===== config.mk =====
export PLATFORM = sky130hd
export DESIGN_NAME = pipelined_addsub
export DESIGN_NICKNAME = d
export VERILOG_FILES = /design/src/rtl/addsub_pkg.sv /design/src/rtl/cla_segment.sv /design/src/rtl/pipelined_addsub.sv
export SDC_FILE = /design/constraint.sdc
export NUM_CORES = 1
export LEC_CHECK = 0
export BUFFER_PORTS_ARGS = -buffer_cell sky130_fd_sc_hd__buf_2
export CAP_MARGIN = 20
export CORE_UTILIZATION = 50
export CTS_CLUSTER_DIAMETER = 100
export DETAILED_ROUTE_END_ITERATION = 10
export HOLD_SLACK_MARGIN = 0.08
export PLACE_DENSITY = 0.79
export SLEW_MARGIN = 25
export SYNTH_ARGS = -nofsm -noshare
export SYNTH_HDL_FRONTEND = slang
export SYNTH_SLANG_ARGS = --single-unit

===== constraint.sdc =====
create_clock -name clk -period 5.9 [get_ports clk]
set_input_delay 1.18 -clock clk [delete_from_list [all_inputs] [get_ports clk]]
set_output_delay 1.18 -clock clk [all_outputs]
set_load 0.01 [all_outputs]

===== src/rtl/addsub_pkg.sv =====
// -----------------------------------------------------------------------------
// addsub_pkg
//   Shared constants and helpers for the pipelined adder/subtractor.
//   - ADD / SUB : encodings of the runtime operation select.
//   - sat_max() : largest signed value of a given width (2^(w-1)-1), 64-bit.
//   - sat_min() : smallest signed value of a given width (-2^(w-1)), 64-bit.
//   Callers truncate the 64-bit helper results to their own datapath width.
//   The per-stage record type depends on the top-level width parameter, so
//   it is declared next to the pipeline in pipelined_addsub.
// -----------------------------------------------------------------------------
package addsub_pkg;

  localparam logic ADD = 1'b0;
  localparam logic SUB = 1'b1;

  localparam int HELPER_WIDTH = 64;

  function automatic logic [HELPER_WIDTH-1:0] sat_max(input int width);
    return (HELPER_WIDTH'(1) << (width - 1)) - HELPER_WIDTH'(1);
  endfunction

  function automatic logic [HELPER_WIDTH-1:0] sat_min(input int width);
    return HELPER_WIDTH'(1) << (width - 1);
  endfunction

endpackage


===== src/rtl/cla_segment.sv =====
// -----------------------------------------------------------------------------
// cla_segment
//   Combinational SEG-bit carry-lookahead adder built from generate/propagate
//   terms. Each carry is formed directly from g/p/cin rather than rippled.
// Ports
//   a, b   in  SEG  operand segments
//   cin    in  1    carry into bit 0
//   s      out SEG  segment sum
//   cout   out 1    carry out of the MSB
//   c_msb  out 1    carry into the MSB (cout ^ c_msb = signed overflow)
// -----------------------------------------------------------------------------
module cla_segment #(
  parameter int SEG = 4
) (
  input  logic [SEG-1:0] a,
  input  logic [SEG-1:0] b,
  input  logic           cin,
  output logic [SEG-1:0] s,
  output logic           cout,
  output logic           c_msb
);

  logic [SEG-1:0] g;
  logic [SEG-1:0] p;
  logic [SEG:0]   c;
  logic           prop;

  // NOTE: every variable written here gets a value before any branch or loop
  // can skip it; otherwise synthesis infers a latch to remember the old value.
  always_comb begin
    g    = a & b;
    p    = a ^ b;
    c    = '0;
    c[0] = cin;
    prop = 1'b1;
    // c[i] = g[i-1] | p[i-1]g[i-2] | ... | p[i-1..0]cin, built as a flat
    // sum of products walking down from bit i-1.
    for (int i = 1; i <= SEG; i++) begin
      prop = 1'b1;
      for (int j = i - 1; j >= 0; j--) begin
        c[i] = c[i] | (prop & g[j]);
        prop = prop & p[j];
      end
      c[i] = c[i] | (prop & cin);
    end
    s     = p ^ c[SEG-1:0];
    cout  = c[SEG];
    c_msb = c[SEG-1];
  end

endmodule


===== src/rtl/pipelined_addsub.sv =====
// -----------------------------------------------------------------------------
// pipelined_addsub
//   Pipelined signed two's-complement adder/subtractor with valid/ready.
//   The carry chain is cut into STAGES segments of SEG = DATA_WIDTH/STAGES
//   bits; stage k adds segment k using the carry registered by stage k-1.
//   Operands travel with their beat, lower result segments accumulate as the
//   beat moves up. The last stage forms the MSB segment and the overflow flag.
//   Latency STAGES cycles, throughput one beat per cycle. A stalled output
//   freezes the whole pipeline (single global enable), bubbles included.
// Configuration
//   ADDSUB_SATURATE_EN : when defined, an overflowing result is clamped to the
//                        signed max/min in the last stage; otherwise it wraps.
// Ports
//   clk        in   1           rising-edge clock
//   rst_n      in   1           synchronous active-low reset
//   in_valid   in   1           operand beat valid
//   in_ready   out  1           beat accepted this cycle when in_valid
//   a, b       in   DATA_WIDTH  signed operands
//   sub        in   1           0: a+b, 1: a-b
//   out_valid  out  1           result beat valid
//   out_ready  in   1           downstream accepts result
//   result     out  DATA_WIDTH  signed sum/difference
//   overflow   out  1           signed overflow for this beat
// -----------------------------------------------------------------------------
module pipelined_addsub
  import addsub_pkg::*;
#(
  parameter int DATA_WIDTH = 16,
  parameter int STAGES     = 4
) (
  input  logic                  clk,
  input  logic                  rst_n,
  input  logic                  in_valid,
  output logic                  in_ready,
  input  logic [DATA_WIDTH-1:0] a,
  input  logic [DATA_WIDTH-1:0] b,
  input  logic                  sub,
  output logic                  out_valid,
  input  logic                  out_ready,
  output logic [DATA_WIDTH-1:0] result,
  output logic                  overflow
);

  localparam int SEG = DATA_WIDTH / STAGES;

`ifdef ADDSUB_SATURATE_EN
  localparam logic [DATA_WIDTH-1:0] SAT_MAX = DATA_WIDTH'(sat_max(DATA_WIDTH));
  localparam logic [DATA_WIDTH-1:0] SAT_MIN = DATA_WIDTH'(sat_min(DATA_WIDTH));
`endif

  // One pipeline register per stage. b_rem already holds B' (inverted for
  // subtract) so later stages never need the operation select again.
  typedef struct packed {
    logic                  valid;
    logic                  sub;
    logic [DATA_WIDTH-1:0] a_rem;
    logic [DATA_WIDTH-1:0] b_rem;
    logic [DATA_WIDTH-1:0] res_lo;
    logic                  carry;
  } stage_t;

  stage_t                stage_q [STAGES];
  stage_t                stage_d [STAGES];
  logic                  overflow_q;
  logic                  overflow_d;
  logic [DATA_WIDTH-1:0] b_in;
  logic                  stall;

  logic [SEG-1:0] seg_a    [STAGES];
  logic [SEG-1:0] seg_b    [STAGES];
  logic [SEG-1:0] seg_s    [STAGES];
  logic           seg_cin  [STAGES];
  logic           seg_cout [STAGES];
  logic           seg_cmsb [STAGES];

  // Handshake: the only hold condition is a result nobody is taking.
  assign stall     = stage_q[STAGES-1].valid & ~out_ready;
  assign in_ready  = ~stall;
  assign out_valid = stage_q[STAGES-1].valid;
  assign result    = stage_q[STAGES-1].res_lo;
  assign overflow  = overflow_q;

  // Segment operands: stage 0 sees the live inputs, stage k>0 sees the
  // skewed operand copy and carry held in stage k-1's register.
  always_comb begin
    b_in       = (sub == ADD) ? b : ~b;
    seg_a[0]   = a[SEG-1:0];
    seg_b[0]   = b_in[SEG-1:0];
    seg_cin[0] = (sub == SUB);
    for (int k = 1; k < STAGES; k++) begin
      seg_a[k]   = stage_q[k-1].a_rem[k*SEG +: SEG];
      seg_b[k]   = stage_q[k-1].b_rem[k*SEG +: SEG];
      seg_cin[k] = stage_q[k-1].carry;
    end
  end

  for (genvar k = 0; k < STAGES; k++) begin : g_seg
    cla_segment #(.SEG(SEG)) u_seg (
      .a     (seg_a[k]),
      .b     (seg_b[k]),
      .cin   (seg_cin[k]),
      .s     (seg_s[k]),
      .cout  (seg_cout[k]),
      .c_msb (seg_cmsb[k])
    );
  end

  always_comb begin
    stage_d[0].valid           = in_valid;
    stage_d[0].sub             = sub;
    stage_d[0].a_rem           = a;
    stage_d[0].b_rem           = b_in;
    stage_d[0].res_lo          = '0;
    stage_d[0].res_lo[SEG-1:0] = seg_s[0];
    stage_d[0].carry           = seg_cout[0];
    for (int k = 1; k < STAGES; k++) begin
      stage_d[k]                        = stage_q[k-1];
      stage_d[k].res_lo[k*SEG +: SEG]   = seg_s[k];
      stage_d[k].carry                  = seg_cout[k];
    end
    // Carry into the MSB differing from carry out is signed overflow of
    // a + B' + c0, identical to the operand/result sign rule.
    overflow_d = seg_cmsb[STAGES-1] ^ seg_cout[STAGES-1];
`ifdef ADDSUB_SATURATE_EN
    // Positive overflow is only possible with a >= 0, negative with a < 0.
    if (overflow_d) begin
      stage_d[STAGES-1].res_lo = stage_d[STAGES-1].a_rem[DATA_WIDTH-1] ? SAT_MIN : SAT_MAX;
    end
`endif
  end

  // NOTE: state is updated with non-blocking assignments so every stage
  // samples its predecessor's pre-edge value; blocking here would let a beat
  // fall through several stages in one clock.
  always_ff @(posedge clk) begin
    if (!rst_n) begin
      // NOTE: data registers are reset too, not just valids, because result
      // and overflow must read 0 straight after reset.
      for (int k = 0; k < STAGES; k++) begin
        stage_q[k] <= '0;
      end
      overflow_q <= 1'b0;
    end else if (!stall) begin
      for (int k = 0; k < STAGES; k++) begin
        stage_q[k] <= stage_d[k];
      end
      overflow_q <= overflow_d;
    end
  end

endmodule


Word-level counts from Yosys, hierarchy flattened --
Memory sizes are Yosys's and may differ from the RTL's. Index checks and enable logic that the tools add are counted.
Word-level totals: register bits 1, bits in latches 0, RAM bits 204, ROM bits 0, output and inout bits 19, logic and storage cells 136, memories kept 1
Operators by class: add/subtract/negate cells 0, $mul 0, divide/modulo/power cells 0, $lt $le $gt $ge 0, equal/unequal tests 0, shift-type cells 0, multiplexer cells 9, bitwise logic cells 125, reduce and logical (&&, ||, !) cells 0
Memory list:
- stage_q | words 4, width 51, read ports 4, clocked after memory_dff 0, wr ports 4, line pipelined_addsub.sv:62 | stage_t stage_q [STAGES];
Operators by type and width (number):
- 2-to-1 mux 51 bit | 4
- AND 1 bit | 65
- OR 1 bit | 44
- XOR 4 bit | 8
- AND 4 bit | 4
- 2-to-1 mux 16 bit | 1
- NOT 16 bit | 1
- 2-to-1 mux 1 bit | 4
- NOT 1 bit | 2
- XOR 1 bit | 1

Longest topological paths before layout --
Gate-level depths: netlist of the first run.
depth after elaboration 9, mapped depth 7

Modules after synthesis --
From an unflattened synthesis of the first run, not the netlist that was laid out.
Second synthesis, totals: cells, all modules 304, area, all modules 4393.0 um2
By module, submodules not included:
- pipelined_addsub | times used 1, cells an instance 236, area each 3787.4 um2, sequential area each 2872.8 um2
- cla_segment at g_seg[0].u_seg ... | times used 3, cells an instance 18, area each 155.1 um2, sequential area each 0.0 um2
- cla_segment at g_seg[3].u_seg | times used 1, cells an instance 14, area each 140.1 um2, sequential area each 0.0 um2

Least setup slack after synthesis of the first run --
OpenSTA, ideal clock, no wires.
kind input -> register, start in rst_n, end mem stage_q[0][0] in the netlist's numbering, enable pin, library setup time 1.124 ns, arrival time 3.646 ns, data required time 4.776 ns, path slack 1.129 ns, stages on the path 3, path through buf_4 clkbuf_1 nand3b_1
RTL lines:
- start, declared | line pipelined_addsub.sv:32 | input logic rst_n,
- end, declared | line pipelined_addsub.sv:62

Worst setup path after layout of the first run --
start in out_ready, end out in_ready
On the way: longest elaborated chain between the ends 3
Ends and longest elaborated chain:
- start, declared | line pipelined_addsub.sv:39 | input logic out_ready,
- NOT 1 bit | line pipelined_addsub.sv:77 | assign stall = stage_q[STAGES-1].valid & ~out_ready;
- AND 1 bit | line pipelined_addsub.sv:77
- NOT 1 bit | line pipelined_addsub.sv:78 | assign in_ready = ~stall;
- end, declared | line pipelined_addsub.sv:34 | output logic in_ready,
Every way passes these cells.

==> results of run 1 <==
-- state kept, by name, summed over array words and instances, names as in the netlist --
| name | count |
|---|---|
| stage_q | 95 |
| overflow | 1 |
-- cell families (layout without fill, tap and decap cells) --
kind of cell	after synthesis	after routing	share of synthesized area (%)
simple gates	108	108	14.61
flops	96	96	66.15
compound gates	26	26	4.696
buf+inv	26	79	3.169
xor+xnor	21	21	4.235
fa+ha+maj	19	19	5.993
mux	5	5	1.152
-- layout make-up --
cell class	instances	area share [%]
Sequential cell	96	58.89
Clock inverter	4	1.436
Multi-Input combinational cell	179	27.31
Tap cell	105	2.693
Timing Repair Buffer	58	6.514
Inverter	6	0.4617
Clock buffer	11	2.693
-- routing by layer --
metal  track usage [%]  share of wire, %  vias to the layer above
li1                  -                 -                     1220
met1             21.52                47                     1188
met2             25.89                47                       63
met3             2.871               3.9                       12
met4             8.081               2.0                        0
met5                 0                 0                        -
-- report_power, final --
part	leakage, uW	switching (uW)	internal, uW
registers	0.00114	14.4	801
logic	0.00112	66.7	63.2
clock network	0.000103	211	236
total	0.00236	292	1100
-- through the flow --
stage | setup WS [ns] | cells | util [%]
final | 2.598 | 459 | 58.78
after global routing | 2.544 | 459 | 58.78
after CTS | 2.633 | 459 | 58.78
after detailed placement | 2.635 | 444 | 56.35
after global placement | 2.674 | 443 | 56.02
after floorplan | 1.129 | 301 | -
-- cell usage in the layout, fill, tap and decap left out, types with 2 or more instances in the layout --
| master | Yosys | layout |
|---|---|---|
| o21a_1 | 3 | 3 |
| fa_1 | 3 | 3 |
| a21oi_1 | 2 | 2 |
| inv_1 | 6 | 6 |
| nand3b_1 | 5 | 5 |
| nor2_1 | 20 | 20 |
| xnor2_1 | 14 | 14 |
| a211o_1 | 7 | 7 |
| nand2_1 | 3 | 3 |
| o2bb2ai_1 | 3 | 3 |
| and3_1 | 69 | 69 |
| xor2_1 | 7 | 7 |
| edfxtp_1 | 95 | 95 |
| clkbuf_8 | 0 | 9 |
| nand3_1 | 5 | 5 |
| clkbuf_1 | 11 | 2 |
| buf_4 | 4 | 2 |
| clkinv_2 | 0 | 2 |
| mux2i_1 | 5 | 5 |
| buf_2 | 0 | 55 |
| ha_1 | 16 | 16 |
| a21o_1 | 4 | 4 |
| bufinv_16 | 0 | 2 |
-- final timing paths --
path                                       from              end  slack [ns]  depth (start not counted)
worst min-delay path             stage_q[0][45]   stage_q[0][96]        0.55                          1
worst min register to register   stage_q[0][45]   stage_q[0][96]        0.55                          1
worst max-delay path                  out_ready         in_ready        2.60                          3
worst max register to register  stage_q[0][203]  stage_q[0][113]        3.95                          3
==> impl_metrics.ini, run 1 <==
[yosys]
ys_seq_elements = 96
synth_most_common_cell = edfxtp_1
async_reset_ff_share_pct = 0
yosysSeqAreaShare_pct = 66.15
yosysTopAreaCell = edfxtp_1
synth.distinct_cells = 35
ys.warnings.count = 0
netlist_top_cells_area = edfxtp_1 (66%), and3_1 (9.9%), ha_1 (4.6%)
netlist_top_cells_count = edfxtp_1 (95), and3_1 (69), nor2_1 (20), ha_1 (16), xnor2_1 (14)
syn_nets = 357
synth_ff_type = edfxtp_1
synth_cells = 301
synth_enable_flop_cells = 95
synth_area_um2 = 4343
postSynthAreaPerCell_um2 = 14.43
yosysTopAreaCellShare_pct = 65.69

[cells_and_area]
layout-drive-gt1-share_pct = 21.19
multi_input_area_um2 = 1333
fillerInstances = 659
seq_area_um2 = 2873
antenna_cells = 0
area_delta_synth_final_pct = 12.33
final_area_um2 = 4878
nNetsFinal = 406

[place]
post_dp_cell_area_um2 = 4677
io_buffers = 55
gp_congestion = 0.7403
dp_hpwl_um = 4153

[clock_network]
post_cts_buffers = 0
cts_tree = yes
post_cts_resized = 0
clkTransAtPathRegs_ns = 0.08
cts_hold_buf = 0
numCtsBuffers = 9
htree_levels = 3
max-clock-path-buffers = 2
cts_root_buffer = clkbuf_8
clock_latency_ns = 0.35
clkSinkCount = 96

[sta]
holdWs_ns = 0.5530
max_freq_mhz = 302.8
rsz0062_at_grt = no
hold_viol_final = 0
fin_tns_setup_ns = 0
slew_headroom_pct = 54.18
fin_crit_sh_pct = 55.97
fin_skew_ns = 0.004843
worst_pin_slew_ns = 0.6873
fin_crit_ns = 3.302
finalSetupViolations = 0
maxSlewViolCount = 0

[run]
drv_cap = 0

[detailed_routing]
drt_iter0_drc = 148
wl_um = 6691
ant_nets = 0
drc = 0
firstDrtPassIters = 4
route.detailed.vias_per_inst = 5.410
wire_per_inst_um = 14.58
num_vias = 2483

[critical_path]
cp_num_buf_inv = 2
critPathCaptureType = primary output
max_stage_delay_ns = 0.53
cp_cell_sequence = buf_2, nand2b_4, buf_2
critPathMaxFanout = 79
path_class = input pin to primary output
worstPathArrival_ns = 2.12
startpoint_type = input pin
cpMostUsedCell = buf_2
required_ns = 4.72
path_delay_family = simple AND/OR/NAND/NOR gates
cp_slowest_cell = nand2b_4

[pwr]
ir_drop_mv = 0.1138
powerDensity_nw_per_um2 = 285.5
p_leak_uw = 0.002356
power.total_uw = 1393

[die]
die-area_um2 = 9062
rows = 33
start_util_pct = 52.33
die_w_um = 95.20
io_pins = 56
coreArea_um2 = 8299
die_h_um = 95.20

[global_route]
antenna_found_initial = 0
grt_pass1_wl_um = 11050
grt_max_degree = 81
grt_overflow = 0
grt_pass1_vias = 2428
grt_usage_pct = 16.25

[min_path]
hold_class = register to register

[status]
outcome = finished clean
Note: power is estimated with default switching activity, not from simulation.
==> run 2, diff against run 1 <==
==> constraint.sdc (replaced) <==
create_clock -name clk -period 3.4 [get_ports clk]
set_input_delay 0.68 -clock clk [delete_from_list [all_inputs] [get_ports clk]]
set_output_delay 0.68 -clock clk [all_outputs]
set_load 0.01 [all_outputs]
==> run 2 against run 1 <==
Wire length grew 0.39%. Clock skew grew 0.0062 ns. Utilization shrank 0.50 points. Cell area shrank 0.85%. Total power grew 68%. Via count shrank 3.5%. Sequential share of layout area grew 0.50 points. Setup slack lost 1.5 ns. Hold slack gained 0.0013 ns. Register-to-register slack lost 2.4 ns. Highest routed layer unchanged.
==> impl_metrics.ini, run 2 (synthesis gave the netlist of run 1 again) <==
[cells_and_area]
top_register = stage_q
final_util_pct = 58.28
final_area_um2 = 4837
largest_reg_flops = 95
nNetsFinal = 405
multi_input_area_um2 = 1333
mostFrequentLayoutCells = edfxtp_1 (95), and3_1 (69), buf_2 (55), nor2_1 (20), ha_1 (16)
layout.cells.most_common = edfxtp_1
seq_area_um2 = 2873
layout-drive-gt1-share_pct = 21.02
antenna_cells = 0
fillerInstances = 676
area_delta_synth_final_pct = 11.38

[clock_network]
cts_hold_buf = 0
post_cts_buffers = 0
htree_levels = 3
clkSinkCount = 96
clock_latency_ns = 0.36
cts_root_buffer = clkbuf_8
numCtsBuffers = 9
max-clock-path-buffers = 2
clkTransAtPathRegs_ns = 0.08
cts_tree = yes
post_cts_resized = 0

[critical_path]
r2r-start = stage_q[0][203]
path_class = register to primary output
required_ns = 2.72
critPathCaptureType = primary output
cp_cell_sequence = nand2b_4, buf_2
startpoint_type = register
r2r-end = stage_q[0][113]
reg2reg_slack_ns = 1.51
rr_worst_depth = 3
cp_num_buf_inv = 1
max_stage_delay_ns = 0.54
critPathMaxFanout = 79
path_delay_family = simple AND/OR/NAND/NOR gates
worstPathArrival_ns = 1.63
cp_slowest_cell = nand2b_4

[global_route]
use_met1_pct = 21.22
grt_overflow = 0
busiest_layer = met2
grt_pass1_vias = 2342
use_met3_pct = 3.828
globalRouteMet2Util_pct = 25.71
antenna_found_initial = 0
grt_max_degree = 96
grt_usage_pct = 16.25
grt_pass1_wl_um = 10920

[die]
rows = 33
start_util_pct = 52.33
die_h_um = 95.20
die-area_um2 = 9062
coreArea_um2 = 8299
io_pins = 56
die_w_um = 95.20

[sta]
worst_pin_slew_ns = 0.6811
maxSlewViolCount = 0
fin_crit_ns = 2.309
hold_viol_final = 0
fin_tns_setup_ns = 0
rsz0062_at_grt = no
holdWs_ns = 0.5543
fin_skew_ns = 0.01104
finalSetupViolations = 0
fin_crit_sh_pct = 67.91
setup_ws_ns = 1.091
max_freq_mhz = 433.1
slew_headroom_pct = 54.59

[min_path]
hold_path_depth = 1
holdCritStartpoint = stage_q[0][97]
hold_class = register to register
whs_endpoint = stage_q[0][148]

[detailed_routing]
wire_per_inst_um = 14.70
firstDrtPassIters = 4
drt_iter0_drc = 133
drc = 0
ant_nets = 0
route.detailed.vias_per_inst = 5.245
wl_um = 6717
num_vias = 2397

[place]
dp_hpwl_um = 4239
io_buffers = 55
gp_congestion = 0.7882
post_dp_cell_area_um2 = 4662
dp_slack_ns = 0.9439

[run]
drv_cap = 0

[pwr]
ir_drop_mv = 0.2168
powerDensity_nw_per_um2 = 482.5
p_leak_uw = 0.002333

[status]
outcome = finished clean
[run 2: cell count changes in the layout (fill, tap and decap cells not counted), sizes merged]
cell and delta:
clkbuf -1, buf -1, bufinv -1, clkinvlp +1
[run 2: area by class of cell]
| cell class | count | share of cell area (%) |
|---|---|---|
| timing repair buffer | 57 | 6.260 |
| inverter | 6 | 0.4656 |
| sequential | 96 | 59.39 |
| tap | 105 | 2.716 |
| clock inverter | 4 | 0.9829 |
| clock buffer | 10 | 2.638 |
| multi-input combinational | 179 | 27.55 |
[run 2: layer usage]
metal / up-vias / wire length, um
li1: 1218 / -
met1: 1113 / 3116
met2: 56 / 3224
met3: 10 / 269
met4: 0 / 106
met5: - / 0
[run 2: worst register-to-register path: cells and delay by family, from the launching register on]
kind             cells  cell delay [ns]
AND/OR/NAND/NOR      3             1.29
flip-flops           1             0.47
[run 2: power breakdown]
group / switching (uW) / total [uW] / internal, uW
registers: 25.5 / 1420 / 1390
clock network: 363 / 693 / 330
logic: 116 / 225 / 109
total: 504 / 2330 / 1830
[run 2: worst max-delay path by stage]
| stage | startpoint | end | slack (ns) | cells past startpoint |
|---|---|---|---|---|
| final | stage_q[0][203] | in_ready | 1.09 | 2 |
| after global placement | sub | stage_q[0][3] | 0.99 | 6 |
| after CTS | stage_q[0][203] | in_ready | 1.07 | 2 |
| after global routing | stage_q[0][203] | in_ready | 0.97 | 2 |
| after detailed placement | sub | stage_q[0][3] | 0.94 | 6 |
| after floorplan | rst_n | stage_q[0][0] | -0.73 | 3 |
[run 2: stage by stage]
stage / cells / total power [uW]
2_1_floorplan: 301 / 1602
3_3_place_gp: 443 / 1655
3_5_place_dp: 443 / 1670
4_1_cts: 457 / 2354
5_1_grt: 457 / 2437
6_report: 457 / 2334
==> run 3, diff against run 2 <==
==> constraint.sdc (replaced) <==
create_clock -name clk -period 2.25 [get_ports clk]
set_input_delay 0.45 -clock clk [delete_from_list [all_inputs] [get_ports clk]]
set_output_delay 0.45 -clock clk [all_outputs]
set_load 0.01 [all_outputs]
==> run 3 against run 2 <==
Utilization rose by 1.5 points. Clock skew is 0.0050 ns lower. Cell count up 2.4%. Combinational power is 56% higher. Register-to-register slack got worse by 0.98 ns. Cell area rose by 2.6%. Sequential power rose by 51%. Global-route usage is 0.59 points higher. Critical path type is now input pin to register. Critical endpoint is now stage_q[0][4]. Largest cell class unchanged. Largest power group unchanged.
==> impl_metrics.ini, run 3 (synthesis gave the netlist of run 1 again) <==
[run]
drv_cap = 0

[global_route]
grt_pass1_vias = 2460
grt_max_degree = 45
grt_usage_pct = 16.84
antenna_found_initial = 0
grt_pass1_wl_um = 11360
grt_overflow = 0

[detailed_routing]
drc = 0
wl_met2_um = 3262
wl_met3_um = 354
wl_um = 6784
firstDrtPassIters = 4
wire_per_inst_um = 14.50
num_vias = 2452
drt_iter0_drc = 146
met1Wirelength_um = 3052
route.detailed.vias_per_inst = 5.239
top_layer = met4
ant_nets = 0

[min_path]
hold_path_depth = 2
hold_class = input pin to register

[cells_and_area]
largest_reg_flops = 95
final_area_um2 = 4962
area_delta_synth_final_pct = 14.26
fillerInstances = 654
fin_cells = 468
antenna_cells = 0
seq_area_um2 = 2873
top_register = stage_q
layout-drive-gt1-share_pct = 23.42
mostFrequentLayoutCells = edfxtp_1 (95), and3_1 (69), buf_2 (55), nor2_1 (20), ha_1 (16)
layout.cells.most_common = edfxtp_1
nNetsFinal = 414
multi_input_area_um2 = 1333

[pwr]
p_leak_uw = 0.002397
powerDensity_nw_per_um2 = 721.7
ir_drop_mv = 0.3394

[critical_path]
startpoint_type = input pin
path_class = input pin to register
worstPathArrival_ns = 1.93
cp_cell_sequence = buf_2, buf_4, xor2_1, ha_1, o21a_1, a21oi_2, mux2i_1
cp_num_buf_inv = 2
max_stage_delay_ns = 0.26
path_depth = 7
rr_worst_depth = 4
critPathMaxFanout = 12
cp_slowest_cell = buf_2
path_delay_family = buffers and inverters
critPathCaptureType = register
required_ns = 2.45

[place]
gp_congestion = 0.8053
dp_slack_ns = 0.1488
io_buffers = 55
post_dp_cell_area_um2 = 4767
dp_hpwl_um = 4561
placed_cells = 452

[clock_network]
max-clock-path-buffers = 2
clkTransAtPathRegs_ns = 0.09
numCtsBuffers = 9
htree_levels = 3
clock_latency_ns = 0.35
cts_hold_buf = 0
post_cts_resized = 0
post_cts_buffers = 0
clkSinkCount = 96
cts_tree = yes
cts_root_buffer = clkbuf_8

[sta]
fin_crit_ns = 1.732
fin_tns_setup_ns = 0
rsz0062_at_grt = no
fin_skew_ns = 0.006010
setup_ws_ns = 0.5182
hold_viol_final = 0
holdWs_ns = 0.4088
max_freq_mhz = 577.4
fin_crit_sh_pct = 76.97
slew_headroom_pct = 62.69
finalSetupViolations = 0
worst_pin_slew_ns = 0.5579
maxSlewViolCount = 0

[die]
rows = 33
die_h_um = 95.20
coreArea_um2 = 8299
die_w_um = 95.20
io_pins = 56
start_util_pct = 52.33
die-area_um2 = 9062

[status]
outcome = finished clean
run 3: layer usage:
layer | track usage [%] | vias up
met5 | 0 | -
met4 | 7.323 | 0
met3 | 3.907 | 9
met2 | 27.14 | 74
met1 | 21.82 | 1131
li1 | - | 1238
run 3: final cells by class:
class / count / area share [%]
clock buffer: 9 / 2.496
clock inverter: 7 / 1.437
inverter: 6 / 0.4539
multi-input combinational: 179 / 26.85
sequential: 96 / 57.89
tap: 105 / 2.648
timing repair buffer: 66 / 8.220
run 3: report_power, final:
part / total [uW] / internal (uW) / leakage (uW) / switching, uW
combinational: 352 / 173 / 0.00117 / 180
sequential: 2140 / 2100 / 0.00114 / 36.2
clock: 1090 / 513 / 0.0000933 / 578
total: 3580 / 2790 / 0.00240 / 794
run 3: through the flow:
stage / power, uW / util, %
6_report: 3581 / 59.79
4_1_cts: 3610 / 59.79
5_1_grt: 3738 / 59.79
3_3_place_gp: 2507 / 57.44
2_1_floorplan: 2421 / -
3_5_place_dp: 2530 / 57.44
run 3: final timing paths:
path | startpoint | slack, ns | endpoint
setup / recovery | sub | 0.52 | stage_q[0][4]
hold / removal | a[5] | 0.41 | stage_q[0][38]
setup reg to reg | stage_q[0][21] | 0.53 | stage_q[0][59]
hold reg to reg | stage_q[0][97] | 0.55 | stage_q[0][148]
